**config.mk**
```make
export PLATFORM = sky130hd
export DESIGN_NAME = gty_reset_sequencer
export DESIGN_NICKNAME = d
export VERILOG_FILES = /design/src/rtl/gty_ctrl_pkg.sv /design/src/rtl/gty_phase_timer.sv /design/src/rtl/gty_reset_sequencer.sv
export SDC_FILE = /design/constraint.sdc
export NUM_CORES = 1
export LEC_CHECK = 0
export ABC_AREA = 0
export BUFFER_PORTS_ARGS = -buffer_cell sky130_fd_sc_hd__buf_2
export CELL_PAD_IN_SITES_DETAIL_PLACEMENT = 0
export CELL_PAD_IN_SITES_GLOBAL_PLACEMENT = 1
export CORE_AREA = 2 2 86 88
export CTS_BUF_LIST = sky130_fd_sc_hd__clkbuf_16
export DETAILED_ROUTE_END_ITERATION = 12
export DIE_AREA = 0 0 88 90
export PLACE_DENSITY_LB_ADDON = 0.05
export SLEW_MARGIN = 15
export SYNTH_ARGS = -nofsm -noshare
export SYNTH_HDL_FRONTEND = slang
export SYNTH_SLANG_ARGS = --single-unit
```
**constraint.sdc**
```tcl
create_clock -name clk -period 3.21 [get_ports clk]
set_input_delay 0 -clock clk [delete_from_list [all_inputs] [get_ports clk]]
set_output_delay 0 -clock clk [all_outputs]
set_load 0.02 [all_outputs]
```
**src/rtl/gty_ctrl_pkg.sv**
```systemverilog
// Shared types and constants for the GTY channel reset sequencer.
package gty_ctrl_pkg;

   typedef enum logic [3:0] {
      ST_IDLE       = 4'd0,
      ST_WAIT_PG    = 4'd1,
      ST_RST_ALL    = 4'd2,
      ST_WAIT_TX    = 4'd3,
      ST_WAIT_RX    = 4'd4,
      ST_LINK_UP    = 4'd5,
      ST_RX_RECOVER = 4'd6,
      ST_FAIL       = 4'd7
   } gty_state_t;

   // status word layout: {state[3:0], retry_cnt[3:0], recover_cnt[7:0]}
   localparam int STATUS_STATE_LSB   = 12;
   localparam int STATUS_RETRY_LSB   = 8;
   localparam int STATUS_RECOVER_LSB = 0;

   // Counter width for a cycle parameter, never narrower than one bit.
   function automatic int cnt_width(input int unsigned n);
      return (n <= 1) ? 1 : $clog2(n);
   endfunction

endpackage

```
**src/rtl/gty_phase_timer.sv**
```systemverilog
// Down-counting phase timer. Loading restarts the phase at LOAD_VAL; the
// terminal count flags the last cycle of the phase.
module gty_phase_timer
   import gty_ctrl_pkg::*;
#(
   parameter int unsigned      WIDTH    = 4,
   parameter logic [WIDTH-1:0] LOAD_VAL = '0
) (
   input  logic clk,
   input  logic rst,
   input  logic i_load,
   input  logic i_dec,
   output logic o_tc
);

   logic [WIDTH-1:0] r_count;
   logic             w_tc;

   assign w_tc = (r_count == '0);
   assign o_tc = w_tc;

   // Count down from the load value and park at zero.
   always_ff @(posedge clk) begin
      if (rst)
         r_count <= '0;
      else if (i_load)
         r_count <= LOAD_VAL;
      else if (i_dec && !w_tc)
         r_count <= r_count - 1'b1;
   end

endmodule

```
**src/rtl/gty_reset_sequencer.sv**
```systemverilog
// Bring-up and recovery sequencer for one GTY channel's reset wizard.
//
// state       | meaning
// ------------+------------------------------------------------------
// IDLE        | disabled, all outputs low
// WAIT_PG     | waiting for transceiver power good (timeout -> FAIL)
// RST_ALL     | full wizard reset pulse, PULSE_CYCLES wide
// WAIT_TX     | waiting for TX reset done (timeout -> retry)
// WAIT_RX     | waiting for RX reset done with CDR lock (timeout -> retry)
// LINK_UP     | link running, CDR/RX loss filtered
// RX_RECOVER  | RX datapath reset pulse after filtered link loss
// FAIL        | retries exhausted or no power good; held until enable drops
module gty_reset_sequencer
   import gty_ctrl_pkg::*;
#(
   parameter int unsigned PULSE_CYCLES   = 16,
   parameter int unsigned TIMEOUT_CYCLES = 1_000_000,
   parameter int unsigned MAX_RETRIES    = 3,
   parameter int unsigned LOSS_FILTER    = 64
) (
   input  logic        clk,
   input  logic        rst,
   input  logic        enable,
   input  logic        gtpowergood_out,
   input  logic        gtwiz_reset_tx_done_out,
   input  logic        gtwiz_reset_rx_done_out,
   input  logic        gtwiz_reset_rx_cdr_stable_out,
   output logic        gtwiz_reset_all_in,
   output logic        gtwiz_reset_rx_datapath_in,
   output logic        gtwiz_userclk_tx_active_in,
   output logic        gtwiz_userclk_rx_active_in,
   output logic        link_up,
   output logic        fail,
   output logic [15:0] status
);

   localparam int unsigned PW = cnt_width(PULSE_CYCLES);
   localparam int unsigned TW = cnt_width(TIMEOUT_CYCLES);
   localparam int unsigned LW = cnt_width(LOSS_FILTER);

   // Down-counters start at N-1 so terminal count lands on the N-th cycle.
   localparam logic [PW-1:0] PULSE_LOAD   = PW'(PULSE_CYCLES - 1);
   localparam logic [TW-1:0] TIMEOUT_LOAD = TW'(TIMEOUT_CYCLES - 1);
   localparam logic [LW-1:0] LOSS_LOAD    = LW'(LOSS_FILTER - 1);
   localparam logic [3:0]    MAX_RETRY_L  = 4'(MAX_RETRIES);

   gty_state_t r_state;
   gty_state_t w_next_state;
   logic [3:0] r_retry_cnt;
   logic [7:0] r_recover_cnt;

   logic w_state_chg;
   logic w_retry;
   logic w_pg_abort;
   logic w_link_bad;
   logic w_pulse_tc;
   logic w_timeout_tc;
   logic w_loss_tc;

   logic w_reset_all;
   logic w_rx_datapath;
   logic w_tx_active;
   logic w_rx_active;
   logic w_link_up;
   logic w_fail;

   logic r_reset_all;
   logic r_rx_datapath;
   logic r_tx_active;
   logic r_rx_active;
   logic r_link_up;
   logic r_fail;

   assign w_state_chg = (w_next_state != r_state);
   assign w_link_bad  = !gtwiz_reset_rx_done_out || !gtwiz_reset_rx_cdr_stable_out;
   assign w_pg_abort  = !gtpowergood_out &&
                        (r_state != ST_IDLE) && (r_state != ST_WAIT_PG) && (r_state != ST_FAIL);

   gty_phase_timer #(.WIDTH(PW), .LOAD_VAL(PULSE_LOAD)) u_pulse_timer (
      .clk    (clk),
      .rst    (rst),
      .i_load (w_state_chg),
      .i_dec  (1'b1),
      .o_tc   (w_pulse_tc)
   );

   gty_phase_timer #(.WIDTH(TW), .LOAD_VAL(TIMEOUT_LOAD)) u_timeout_timer (
      .clk    (clk),
      .rst    (rst),
      .i_load (w_state_chg),
      .i_dec  (1'b1),
      .o_tc   (w_timeout_tc)
   );

   // A single good cycle restarts the loss filter.
   gty_phase_timer #(.WIDTH(LW), .LOAD_VAL(LOSS_LOAD)) u_loss_timer (
      .clk    (clk),
      .rst    (rst),
      .i_load (w_state_chg || !w_link_bad),
      .i_dec  (r_state == ST_LINK_UP),
      .o_tc   (w_loss_tc)
   );

   // State register.
   always_ff @(posedge clk) begin
      if (rst)
         r_state <= ST_IDLE;
      else
         r_state <= w_next_state;
   end

   // Next-state logic; enable and power-good loss override every phase.
   always_comb begin
      w_next_state = r_state;
      w_retry      = 1'b0;
      if (!enable) begin
         w_next_state = ST_IDLE;
      end else if (w_pg_abort) begin
         w_next_state = ST_WAIT_PG;
      end else begin
         case (r_state)
            ST_IDLE:
               w_next_state = ST_WAIT_PG;
            ST_WAIT_PG:
               if (gtpowergood_out)
                  w_next_state = ST_RST_ALL;
               else if (w_timeout_tc)
                  w_next_state = ST_FAIL;
            ST_RST_ALL:
               if (w_pulse_tc)
                  w_next_state = ST_WAIT_TX;
            ST_WAIT_TX:
               if (gtwiz_reset_tx_done_out)
                  w_next_state = ST_WAIT_RX;
               else if (w_timeout_tc)
                  w_retry = 1'b1;
            ST_WAIT_RX:
               if (!w_link_bad)
                  w_next_state = ST_LINK_UP;
               else if (w_timeout_tc)
                  w_retry = 1'b1;
            ST_LINK_UP:
               if (w_link_bad && w_loss_tc)
                  w_next_state = ST_RX_RECOVER;
            ST_RX_RECOVER:
               if (w_pulse_tc)
                  w_next_state = ST_WAIT_RX;
            ST_FAIL:
               w_next_state = ST_FAIL;
            default:
               w_next_state = ST_IDLE;
         endcase
         if (w_retry)
            w_next_state = (r_retry_cnt < MAX_RETRY_L) ? ST_RST_ALL : ST_FAIL;
      end
   end

   // Output decode from the state being entered so outputs register with it.
   always_comb begin
      w_reset_all   = (w_next_state == ST_RST_ALL);
      w_rx_datapath = (w_next_state == ST_RX_RECOVER);
      w_tx_active   = (w_next_state == ST_WAIT_TX) || (w_next_state == ST_WAIT_RX) ||
                      (w_next_state == ST_LINK_UP) || (w_next_state == ST_RX_RECOVER);
      w_rx_active   = (w_next_state == ST_WAIT_RX) || (w_next_state == ST_LINK_UP) ||
                      (w_next_state == ST_RX_RECOVER);
      w_link_up     = (w_next_state == ST_LINK_UP);
      w_fail        = (w_next_state == ST_FAIL);
   end

   // Registered wizard controls and status flags.
   always_ff @(posedge clk) begin
      if (rst) begin
         r_reset_all   <= 1'b0;
         r_rx_datapath <= 1'b0;
         r_tx_active   <= 1'b0;
         r_rx_active   <= 1'b0;
         r_link_up     <= 1'b0;
         r_fail        <= 1'b0;
      end else begin
         r_reset_all   <= w_reset_all;
         r_rx_datapath <= w_rx_datapath;
         r_tx_active   <= w_tx_active;
         r_rx_active   <= w_rx_active;
         r_link_up     <= w_link_up;
         r_fail        <= w_fail;
      end
   end

   // Retry count restarts on a fresh bring-up, on PG loss and once the link is up.
   always_ff @(posedge clk) begin
      if (rst)
         r_retry_cnt <= '0;
      else if (w_state_chg && ((w_next_state == ST_IDLE) || (w_next_state == ST_WAIT_PG) ||
                               (w_next_state == ST_LINK_UP)))
         r_retry_cnt <= '0;
      else if (w_retry && (w_next_state == ST_RST_ALL))
         r_retry_cnt <= r_retry_cnt + 1'b1;
   end

   // Lifetime count of RX recoveries; only rst clears it.
   always_ff @(posedge clk) begin
      if (rst)
         r_recover_cnt <= '0;
      else if (w_state_chg && (w_next_state == ST_RX_RECOVER) && (r_recover_cnt != 8'hFF))
         r_recover_cnt <= r_recover_cnt + 1'b1;
   end

   // Status word assembled from registered fields.
   always_comb begin
      status = '0;
      status[STATUS_STATE_LSB   +: 4] = r_state;
      status[STATUS_RETRY_LSB   +: 4] = r_retry_cnt;
      status[STATUS_RECOVER_LSB +: 8] = r_recover_cnt;
   end

   assign gtwiz_reset_all_in         = r_reset_all;
   assign gtwiz_reset_rx_datapath_in = r_rx_datapath;
   assign gtwiz_userclk_tx_active_in = r_tx_active;
   assign gtwiz_userclk_rx_active_in = r_rx_active;
   assign link_up                    = r_link_up;
   assign fail                       = r_fail;

endmodule

```
## Word-level counts from Yosys, hierarchy flattened

Index checks and enable logic that the tools add are counted.

| cells by class | value |
|---|---|
| $add $sub $neg | 5 |
| $lt $le $gt $ge | 1 |
| eq/ne operators | 20 |
| multiplexer cells | 26 |
| reductions and logical operators | 32 |

Operators by type and width:

| kind | count |
|---|---|
| 2-to-1 mux 4 bit | 12 |
| 2-to-1 mux 20 bit | 2 |
| == test 4 x 3 -> 1 bit (second input constant) | 8 |
| one-hot mux 4 bit (8 select lines) | 1 |
| zero test 20 bit | 1 |
| subtractor 20 x 1 -> 20 bit (second input constant) | 1 |
| == test 4 x 2 -> 1 bit (second input constant) | 4 |
| zero test 4 bit | 3 |
| 2-to-1 mux 6 bit | 2 |
| logical AND 1 bit | 9 |
| logical OR 1 bit | 9 |
| adder 8 x 1 -> 8 bit (second input constant) | 1 |
| == test 4 x 1 -> 1 bit (second input constant) | 2 |
| inequality test 8 bit (second input constant) | 1 |
| 2-to-1 mux 1 bit | 7 |
| zero test 6 bit | 1 |
| subtractor 6 x 1 -> 6 bit (second input constant) | 1 |
| zero test 1 bit | 5 |
| adder 4 x 1 -> 4 bit (second input constant) | 1 |
| < comparator 4 x 2 -> 1 bit (second input constant) | 1 |
| inequality test 2 bit (second input constant) | 2 |
| inequality test 4 x 1 -> 1 bit (second input constant) | 1 |
| inequality test 4 x 3 -> 1 bit (second input constant) | 1 |
| inequality test 4 bit | 1 |
| other kinds (6) | 7 |

| word-level totals | value |
|---|---|
| flip-flop bits (word level) | 52 |
| input bits | 7 |
| output and inout bits | 22 |
| word-level logic and storage cells | 97 |

## Logic depth before layout (Yosys ltp)

| logic depth | value |
|---|---|
| depth after elaboration | 14 |
| gate-level depth with buffers | 11 |
| depth with buffers taken out | 10 |

## By module

Synthesis repeated with hierarchy kept, for this count alone.

| second synthesis, totals | value |
|---|---|
| cells, all modules | 328 |
| area total of the unflattened synthesis | 2,896.5 sq um |

Modules (own cells, without submodules):

| module | times used | cells an instance | area an instance (sq um) |
|---|---|---|---|
| gty_reset_sequencer | 1 | 144 | 1,307.5 |
| gty_phase_timer (u_timeout_timer) | 1 | 119 | 1,021.0 |
| gty_phase_timer (u_loss_timer) | 1 | 41 | 356.6 |
| gty_phase_timer (u_pulse_timer) | 1 | 24 | 211.5 |

## Least setup slack after synthesis

OpenSTA, ideal clock, no wires.

| path | value |
|---|---|
| kind | flip-flop to flip-flop |
| from | register u_pulse_timer.r_count[0] |
| to | register u_loss_timer.r_count[2] |
| data arrival time | 2.286 ns |
| required time | 3.073 ns |
| path slack | 0.787 ns |
| stages on the path, launching flop included | 12 |
| path buffers | 2 |
| clock period less this slack | 2.423 ns |
| cell sequence | dfxtp_1 > inv_1 > ha_1 > or3b_1 > clkbuf_1 > o2111ai_2 > a21oi_1 > a2111oi_2 > and2_1 > and2_1 > buf_4 > a31oi_1 |

| between the ends | value |
|---|---|
| word-level cells in the longest chain between the ends | 9 |
| elaborated cells on any way between the ends | 11 |
| classes of those cells | eq/ne (1); mux (7); reduce/logical (3) |

Ends and longest elaborated chain:

| item | RTL line | source |
|---|---|---|
| start: declaration | gty_phase_timer.sv:16 | `logic [WIDTH-1:0] r_count;` |
| start signal: assignment | gty_phase_timer.sv:29 | `r_count <= r_count - 1'b1;` |
| zero test 4 bit * | gty_phase_timer.sv:19 | `assign w_tc = (r_count == '0);` |
| 2-to-1 mux 4 bit, on equally long branches | gty_reset_sequencer.sv:146, gty_reset_sequencer.sv:130 |  |
| one-hot mux 4 bit (8 select lines) * | gty_reset_sequencer.sv:121 | `case (r_state)` |
| 2-to-1 mux 4 bit * | gty_reset_sequencer.sv:153 | `if (w_retry)` |
| 2-to-1 mux 4 bit * | gty_reset_sequencer.sv:118 | `end else if (w_pg_abort) begin` |
| 2-to-1 mux 4 bit * | gty_reset_sequencer.sv:116 | `if (!enable) begin` |
| inequality test 4 bit * | gty_reset_sequencer.sv:74 | `assign w_state_chg = (w_next_state != r_state);` |
| logical OR 1 bit * | gty_reset_sequencer.sv:99 | `.i_load (w_state_chg \|\| !w_link_bad),` |
| 2-to-1 mux 6 bit or nonzero test 2 bit (tied branches) | n/a |  |
| end signal: assignment | gty_phase_timer.sv:29 |  |
| end: declaration | gty_phase_timer.sv:16 |  |

Mark *: on every way between the ends. The rest lies on a longest branch, timed or not.
A chain may end at the register's enable or synchronous reset.

## Worst setup path in the final report

| path | value |
|---|---|
| from | register r_state[0] |
| to | register r_recover_cnt[4] |

| between the ends | value |
|---|---|
| word-level cells in the longest chain between the ends | 10 |
| elaborated cells on any way between the ends | 32 |
| classes of those cells | eq/ne (11); mux (14); reduce/logical (7) |

Ends and longest elaborated chain:

| item | RTL line | source |
|---|---|---|
| start: declaration | gty_reset_sequencer.sv:47 | `gty_state_t r_state;` |
| start signal: assignment | gty_reset_sequencer.sv:109 | `r_state <= w_next_state;` |
| == test 4 x 3 -> 1 bit or == test 4 x 2 -> 1 bit (tied branches) | gty_reset_sequencer.sv:121 |  |
| one-hot mux 1 bit (2 select lines) | gty_reset_sequencer.sv:121 |  |
| 2-to-1 mux 1 bit | gty_reset_sequencer.sv:118 |  |
| 2-to-1 mux 1 bit | gty_reset_sequencer.sv:116 |  |
| 2-to-1 mux 4 bit | gty_reset_sequencer.sv:153 |  |
| 2-to-1 mux 4 bit | gty_reset_sequencer.sv:118 |  |
| 2-to-1 mux 4 bit | gty_reset_sequencer.sv:116 |  |
| inequality test 4 bit or == test 4 x 3 -> 1 bit (tied branches) | gty_reset_sequencer.sv:74, gty_reset_sequencer.sv:204 |  |
| logical AND 1 bit * (2 in a row) | gty_reset_sequencer.sv:204 | `else if (w_state_chg && (w_next_state == ST_RX_RECOVER) && (r_recover_cnt != 8'hFF))` |
| end signal: assignment | gty_reset_sequencer.sv:205 | `r_recover_cnt <= r_recover_cnt + 1'b1;` |
| end: declaration | gty_reset_sequencer.sv:50 | `logic [7:0] r_recover_cnt;` |

Mark *: on every way between the ends. The rest lies on a longest branch, timed or not. The select of a mux whose other input is x is not followed.

==> metrics.sh <==
CORE_AREA_UM2=7020
DETAIL_ROUTE.WL_PER_CELL_UM=14.3
FINALHOLDVIOLATIONS=0
CELLPOWERDENSITY_nW_PER_UM2=481
DETAILROUTE.VIA_COUNT=2322
SETUP.WORST_PATH.END_CLASS='register'
WORST-R2R-SETUP-SLACK_NS=0.39
R2R.WORST_PATH.CELLS=7
DRT_PRE_ANTENNA_ITERS=4
YS_TYPES=61
ROOT_BUFFER='clkbuf_16'
WORSTSETUPENDPOINT='r_recover_cnt[4]$_SDFFE_PP0P_'
SYNTHESIS.AREA_UM2=2750
DETAIL_ROUTE.ITER0.VIOLATIONS=95
HOLD_PATH_CLASS='in2reg'
CTS-BUFFERS-INSERTED=5
CTS.HTREE.LEVELS=2
FINAL_NETS=351
LAYOUT.CELLS.MOST_COMMON='dfxtp_1'
SYNTHESIS.NETS=331
ANTENNA_VIOLATING_NETS_POST_ROUTE=0
GRT_START_MAX_NET_PINS=34
FINALWEIGHTEDCONGESTION=0.740
CTS-RESIZED-GATES=0
CLK_LATENCY_NS=0.29
PLACEMENTROWS=31
DIE-AREA_UM2=7920
IO_PINS=29
N_ANTENNA_CELL=0
LAYOUT_WORST_PATH_CYCLE_SHARE_PCT=87.9
DEEPEST_CLOCK_PATH_BUFFER_COUNT=2
ASYNC_FLOP_SHARE_PCT=0
NUMBER_OF_BUFFERS_INSERTED_BY_PORT_BUFFERING=28
LEAKAGE_nW=1.22
WORST_SETUP_PATH_STARTPOINT='r_state[0]$_SDFF_PP0_'
CHIPWIDTH_UM=88
GLOBAL_ROUTE.USAGE.TOTAL_PCT=16.8
MAXCAPVIOLATIONS=0
SYNTH-WARNING-COUNT=0
HPWLAFTERDP_UM=4420
POST_CTS_BUFFERS=0
FINAL_PERIOD_MINUS_WORST_SETUP_SLACK_NS=2.82
FINCLKSKEW_NS=0.00790
CLKSLEWWORSTSETUPHOLDPATHS_NS=0.07
FIRST_GLOBAL_VIAS=2137
SYNTH.YOSYS.SEQ_AREA_SHARE_PCT=37.8
TIMING.SETUP.CRITICAL_PATH_CLASS='reg2reg'
FINALSETUPVIOLCOUNT=0
REG2REG_CAPTURE_POINT='r_recover_cnt[4]$_SDFFE_PP0P_'
LAYOUT_COMMON_CELLS='dfxtp_1, a21oi_1, buf_2, nor2_1, nand2_1'
GLOBALROUTE.TOTALOVERFLOW=0
WORST_EP_ARRIVAL_TIME_NS=3.05
WORST_EP_REQUIRED_TIME_NS=3.43
CP_MAX_FO=18
DRIVE_ABOVE_1_SHARE_PCT=15.7
CTS_NUM_SINKS=52
LAYOUT-AREA-OVERHEAD-VS-SYNTH_PCT=13.3
YOSYS_REGISTER_BITS=52
SLEW_HEADROOM_PCT=55.4
SYNTH.AVG_CELL_AREA_UM2=8.68
GRT_ANTENNA_BEFORE_REPAIR=0
RUN_STATUS='completed'
FIN_SETUP_TNS_NS=0
EFFECTIVE_UTILIZATION_AT_FLOORPLAN_PCT=39.2
SYNTH-EDFF-COUNT=0
REG2REG_FROM='r_state[0]$_SDFF_PP0_'
MAX_FREQ_MHz=354
POSTCTSHOLDBUFS=0
WORST_SETUP_PATH_START_KIND='register'
TIMING.HOLD.WS_NS=0.102
RSZ_0062_RAISED_AFTER_GLOBAL_ROUTING='false'
POSTSYNTHCELLCOUNT=317
PINS_OVER_SLEW_LIMIT=0
POST-ROUTE-DRC-COUNT=0
WIRE_LENGTH_OF_THE_FIRST_GLOBAL_ROUTING_PASS_UM=10600
ROUTED_WL_UM=6270
TRITONCTS='done'
YS_DOMINANT_REG_CELL='dfxtp_1'
DIE_H_UM=90
VIASPERCELL=5.31
MAX_SLEW.WORST_PIN.SLEW_NS=0.665
POST-LAYOUT-TOTAL-POWER_mW=1.50
VDD_DROP_MAX_mV=0.265
Yosys cell counts (4+ instances only):
| master | n | area [um2] |
|---|---|---|
| xor2_1 | 8 | 70.1 |
| ha_1 | 7 | 87.6 |
| dfxtp_1 | 52 | 1040 |
| nor3_1 | 11 | 55.1 |
| a21oi_1 | 33 | 165 |
| or3_1 | 8 | 50.1 |
| nand3_1 | 9 | 45.0 |
| or4_1 | 6 | 45.0 |
| clkbuf_1 | 8 | 30.0 |
| and2_1 | 5 | 31.3 |
| o21ai_0 | 9 | 45.0 |
| a31oi_1 | 8 | 50.1 |
| nand2_1 | 17 | 63.8 |
| nand3b_1 | 4 | 30.0 |
| buf_2 | 5 | 25.0 |
| inv_1 | 13 | 48.8 |
| nor2_1 | 25 | 93.8 |
| xnor2_1 | 16 | 140 |
| nor4_1 | 5 | 31.3 |
| o211ai_1 | 6 | 45.0 |
report_power, final:
part / switching [mW] / total [mW] / internal, mW
combinational: 0.0960 / 0.167 / 0.0706
clock: 0.253 / 0.626 / 0.372
sequential: 0.0338 / 0.707 / 0.673
total: 0.383 / 1.50 / 1.12
registers in the layout, indices dropped and copies added (netlist names):
name / flops
u_pulse_timer.r_count: 4
gtwiz_userclk_tx_active_in: 1
r_retry_cnt: 4
r_recover_cnt: 8
u_loss_timer.r_count: 6
gtwiz_reset_all_in: 1
gtwiz_reset_rx_datapath_in: 1
r_state: 4
gtwiz_userclk_rx_active_in: 1
fail: 1
u_timeout_timer.r_count: 20
link_up: 1
routing by layer:
layer  vias to the layer above  part of all wire (%)  global-route usage (%)
li1                       1190                     -                       -
met1                      1099                    52                    24.7
met2                        28                    44                    25.0
met3                         5                   2.8                    3.12
met4                         0                   1.1                    4.23
met5                         -                     0                       0
cell families (layout without fill, tap and decap cells):
logic type	after synthesis	after routing	share of synthesized area (%)
AO/OA/AOI/OAI	79	79	18.4
XOR/XNOR	24	24	7.64
buffers and inverters	30	51	4.86
other	1	1	0.136
AND/OR/NAND/NOR	120	120	26.5
flip-flops	52	52	37.8
adder cells (fa/ha/maj)	7	7	3.18
multiplexers	4	4	1.50
how the worst min path moves through the flow:
stage,slack (ns),cells after the start,to,start
after global placement,0.42,1,gtwiz_reset_rx_datapath_in,gtwiz_reset_rx_datapath_in$_SDFF_PP0_
after detailed placement,0.42,1,gtwiz_userclk_tx_active_in,gtwiz_userclk_tx_active_in$_SDFF_PP0_
after global routing,0.13,3,fail$_SDFF_PP0_,enable
after CTS,0.12,3,fail$_SDFF_PP0_,enable
final,0.10,3,fail$_SDFF_PP0_,enable
after floorplan,0.20,2,r_state[0]$_SDFF_PP0_,enable
critical path: stages (launching register included):
cell      delay [ns]
dfxtp_1         0.69
and4bb_2        0.35
a21oi_1         0.07
nor4_2          0.37
a22oi_1         0.15
a211o_1         0.46
or4_1           0.51
a21oi_1         0.14
metrics by stage:
stage | cells | util (%) | setup slack, ns | area, um2
after floorplan | 317 | - | 0.787 | 2750
after global placement | 429 | 42.0 | 0.425 | 2950
after detailed placement | 429 | 42.0 | 0.407 | 2950
after CTS | 437 | 44.4 | 0.390 | 3120
after global routing | 437 | 44.4 | 0.157 | 3120
final | 437 | 44.4 | 0.389 | 3120
area by class of cell:
type,count,area [um2]
Multi-Input combinational cell,235,1580
Fill cell,719,3900
Tap cell,99,124
Clock inverter,3,46.3
Timing Repair Buffer,30,155
Clock buffer,5,125
Inverter,13,48.8
Sequential cell,52,1040
Power figures use the tool's default switching activity.
